$ cat src/rtl/posedge_rate_scaler.sv
// Windowed rate meter: gates a downstream-of posedge_counter enable for a programmable
// number of cycles, captures the final count and presents it on a valid/ack register.
module posedge_rate_scaler #(
  parameter int CNT_W   = 16,
  parameter int TIMER_W = 32
) (
  input  logic               clk,
  input  logic               rst_n,
  input  logic               enable,
  input  logic [TIMER_W-1:0] window_len,
  input  logic [CNT_W-1:0]   cnt_in,
  output logic               cnt_en,
  output logic [CNT_W-1:0]   rate_out,
  output logic               rate_sat,
  output logic               rate_valid,
  input  logic               rate_ack,
  output logic               overrun,
  output logic [15:0]        n_windows
);

  typedef enum logic [1:0] {
    IDLE  = 2'd0,
    CLEAR = 2'd1,
    GATE  = 2'd2,
    LATCH = 2'd3
  } state_t;

  state_t             state_reg, state_next;
  logic [TIMER_W-1:0] timer_reg, timer_next;
  logic [TIMER_W-1:0] timer_load;
  logic               latch_now;
  logic               ack_now;

  // A zero length still opens the gate for one cycle.
  assign timer_load = (window_len == '0) ? '0 : window_len - TIMER_W'(1);
  assign latch_now  = (state_reg == LATCH);
  assign ack_now    = rate_ack && rate_valid;

  always_comb begin
    state_next = state_reg;
    timer_next = timer_reg;
    unique case (state_reg)
      IDLE: begin
        if (enable) state_next = CLEAR;
      end
      CLEAR: begin
        timer_next = timer_load;
        state_next = GATE;
      end
      GATE: begin
        if (!enable) begin
          state_next = IDLE;
        end else if (timer_reg == '0) begin
          state_next = LATCH;
        end else begin
          timer_next = timer_reg - TIMER_W'(1);
        end
      end
      LATCH: begin
        if (enable) begin
          timer_next = timer_load;
          state_next = GATE;
        end else begin
          state_next = IDLE;
        end
      end
      default: state_next = IDLE;
    endcase
  end

  always_ff @(posedge clk or negedge rst_n) begin
    if (!rst_n) begin
      state_reg <= IDLE;
      timer_reg <= '0;
      cnt_en    <= 1'b0;
    end else begin
      state_reg <= state_next;
      timer_reg <= timer_next;
      // Registered copy of "next state is GATE" so cnt_en tracks the state register.
      cnt_en    <= (state_next == GATE);
    end
  end

  always_ff @(posedge clk or negedge rst_n) begin
    if (!rst_n) begin
      rate_out   <= '0;
      rate_sat   <= 1'b0;
      rate_valid <= 1'b0;
      overrun    <= 1'b0;
      n_windows  <= '0;
    end else if (latch_now) begin
      rate_out   <= cnt_in;
      rate_sat   <= &cnt_in;
      rate_valid <= 1'b1;
      n_windows  <= n_windows + 16'd1;
      // An ack on the latch cycle consumes the old result, so it is not an overrun.
      if (rate_valid && !rate_ack) overrun <= 1'b1;
    end else begin
      if (ack_now) rate_valid <= 1'b0;
      if (state_reg == CLEAR) overrun <= 1'b0;
    end
  end

endmodule
$ cat config.mk
export PLATFORM = sky130hd
export DESIGN_NAME = posedge_rate_scaler
export DESIGN_NICKNAME = d
export VERILOG_FILES = /design/src/rtl/posedge_rate_scaler.sv
export SDC_FILE = /design/constraint.sdc
export NUM_CORES = 1
export LEC_CHECK = 0
export ABC_AREA = 0
export BUFFER_PORTS_ARGS = -buffer_cell sky130_fd_sc_hd__buf_2
export CAP_MARGIN = 10
export CORE_MARGIN = 2
export CORE_UTILIZATION = 50
export CTS_CLUSTER_DIAMETER = 200
export DETAILED_ROUTE_END_ITERATION = 12
export PLACE_DENSITY = 0.77
export SYNTH_ARGS = -nofsm -noshare
export SYNTH_HDL_FRONTEND = slang
export SYNTH_SLANG_ARGS = --single-unit
export TNS_END_PERCENT = 10
$ cat constraint.sdc
create_clock -name clk -period 2.8 [get_ports clk]
set_clock_uncertainty 0.1 [all_clocks]
set_input_delay 0.14 -clock clk [delete_from_list [all_inputs] [get_ports clk]]
set_output_delay 0.14 -clock clk [all_outputs]
set_load 0.01 [all_outputs]
==> metrics.cfg <==
[floorplanning]
chipHeight_um=95.4
ios=88
initial_core_util_pct=51.1
rows=33
die-width_um=95.4
core-area_sq_mm=0.00818
dieArea_sq_mm=0.00910

[worst_setup_path]
r2r_end=timer_reg[0]$_DFFE_PN0P_
worstSetupPathType=flip-flop to flip-flop
cp.required_ns=2.94
rrSetupSlack_ns=0.13
critPathMaxFanout=6
crit_arrival_ns=2.81
end_kind=flip-flop
worstSetupStartpointType=flip-flop
worstReg2RegStart=timer_reg[0]$_DFFE_PN0P_
rr_worst_depth=10

[logic_synthesis]
yosys-top-cells-count=dfrtp_1 (70), nor2_1 (40), o21ai_0 (37)
ys_ff_latch=70
yosysMostFrequentCell=dfrtp_1
syn_area_per_cell_sq_um=9.12
yosysWarnings=0
ys_seq_area_share_pct=41.9
synth_top_area_share_pct=41.9
synthTopCellsByArea=dfrtp_1 (42%), mux2_2 (4.6%), o21ai_0 (4.4%)
synth-main-ff-cell=dfrtp_1
synth_nets=513
yosysUniqueCellTypes=61
synth_top_area_cell=dfrtp_1
synth_edf_count=0
syn_area_sq_mm=0.00418
syn-instance-count=458
async_reset_ff_share_pct=100

[clock_tree]
cts_buffers=9
cts.path.max_buffers=2
cts_root_buffer=clkbuf_8
cts.sinks=70
cts_tree=built
cts.clk_slew.worst_paths_ns=0.08
h-tree-depth=3
insertion_delay_ns=0.35

[worst_hold_path]
holdCritPathClass=input port to flip-flop
whs_path_depth=4
holdPathEnd=timer_reg[25]$_DFFE_PN0P_
min_from=window_len[25]

[sta]
slew_violations=0
fin_tns_setup_ns=0
hold_viol=0
worst_pin_slew_ns=0.838
setup_viol=0
fmax_ghz=0.374
finalCritPeriodShare_pct=95.4
rsz0062_at_grt=no
timing.slew.headroom_pct=44.0
min_period_ns=2.67

[grt]
grt_use_total_pct=26.6
grt_pass1_vias=3991
grt_max_degree=34
grt_pass1_wl_um=18900
grt_overflow=0
antenna_found_initial=0

[drt]
vias_per_cell=5.96
drt-total-wl_um=11900
vias=4162
routedWlPerCell_um=17.0
postRouteAntennaNets=0
drt_pass1_iterations=5
drcViolationCount=0
initialDrtViolationCount=243

[status]
run_status=complete, no violations

[place]
dpl.hpwl_um=8460
gp_congestion=0.896
dp_cells=655
port_buffers=87

[final_layout]
diodes=0
instances_no_fill=698
nFillCells=657
nNetsFinal=643
finish.utilization_pct=65.5
layout-drive-gt1-share_pct=28.2
syn2layout_area_growth_pct=28.2
largest_register_ff_count=32

[power_and_ir_drop]
vdd_ir_drop_max_mv=0.345
leakage_nw=2.38
p_per_area_mw_per_mm2=896
total_power_mw=4.80

[run]
maxCapViolations=0

cells by family after synthesis:
kind of cell	count (synthesis)	synth area share, %
simple gates	179	22.7
compound gates	119	18.2
flops	70	41.9
xor+xnor	38	7.97
buf+inv	30	3.18
mux	19	5.06
fa+ha+maj	3	0.899
per-stage QoR:
stage | hold WS, ns | cell area, sq um | worst slack, ns
5_1_grt | 0.105 | 5360 | 0.0590
3_3_place_gp | 0.121 | 4840 | 0.160
3_5_place_dp | 0.122 | 4840 | 0.0983
6_report | 0.0570 | 5360 | 0.129
4_1_cts | 0.0498 | 5270 | 0.0958
2_1_floorplan | -0.256 | 4180 | 0.116
timing repair:
item / CTS / global route
hold buffers: 19 / 0
endpoints found under the hold margin: 49 / 0
gates resized for setup: 0 / 2
setup endpoints to repair: 0 / 11
buffers inserted: 0 / 7
worst max-delay path: stages, from the launching register on:
cell and delay, ns:
dfrtp_1 0.42, inv_1 0.09, ha_2 0.19, or4b_4 0.50, nor4_4 0.27, nand2_2 0.14
o31ai_4 0.24, buf_4 0.18, buf_12 0.11, nor3_1 0.05, a211o_1 0.26
placed cells by master (no fill, tap or decap), types with 17 or more instances in the layout:
master and n:
a21oi_1 29, buf_2 87, buf_4 28, dfrtp_1 70, dlygate4sd3_1 19, mux2_2 17, nand2_1 36, nor2_1 40
nor3_1 17, o21ai_0 37, xnor2_1 20, xor2_1 18
cell type report:
class                           instances  area (sq um)  area share, %
Sequential cell                        70          1750           32.7
Clock buffer                            9           124           2.31
Timing Repair Buffer                  136           881           16.4
Tap cell                              105           131           2.45
Multi-Input combinational cell        358          2290           42.9
Inverter                               13          51.3          0.958
Clock inverter                          7           121           2.27
power breakdown:
group / total (mW) / internal [mW] / switching (mW)
Sequential: 1.79 / 1.42 / 0.369
Combinational: 2.00 / 0.904 / 1.10
Clock: 1.00 / 0.594 / 0.410
worst max path at each step:
stage | to | cells past startpoint | slack, ns | start
CTS | timer_reg[23]$_DFFE_PN0P_ | 9 | 0.1 | timer_reg[0]$_DFFE_PN0P_
global route | timer_reg[0]$_DFFE_PN0P_ | 10 | 0.06 | timer_reg[0]$_DFFE_PN0P_
floorplan | timer_reg[28]$_DFFE_PN0P_ | 11 | 0.12 | timer_reg[0]$_DFFE_PN0P_
detailed placement | timer_reg[23]$_DFFE_PN0P_ | 9 | 0.1 | timer_reg[0]$_DFFE_PN0P_
finish | timer_reg[0]$_DFFE_PN0P_ | 10 | 0.13 | timer_reg[0]$_DFFE_PN0P_
global placement | timer_reg[0]$_DFFE_PN0P_ | 9 | 0.16 | timer_reg[0]$_DFFE_PN0P_
metal layers:
| layer | GRT usage, % | share of wire [%] |
|---|---|---|
| met5 | 0 | 0 |
| met4 | 8.93 | 1.8 |
| met3 | 6.01 | 7.7 |
| met2 | 47.1 | 50 |
| met1 | 32.0 | 41 |
Note: power is estimated with default switching activity, not from simulation.
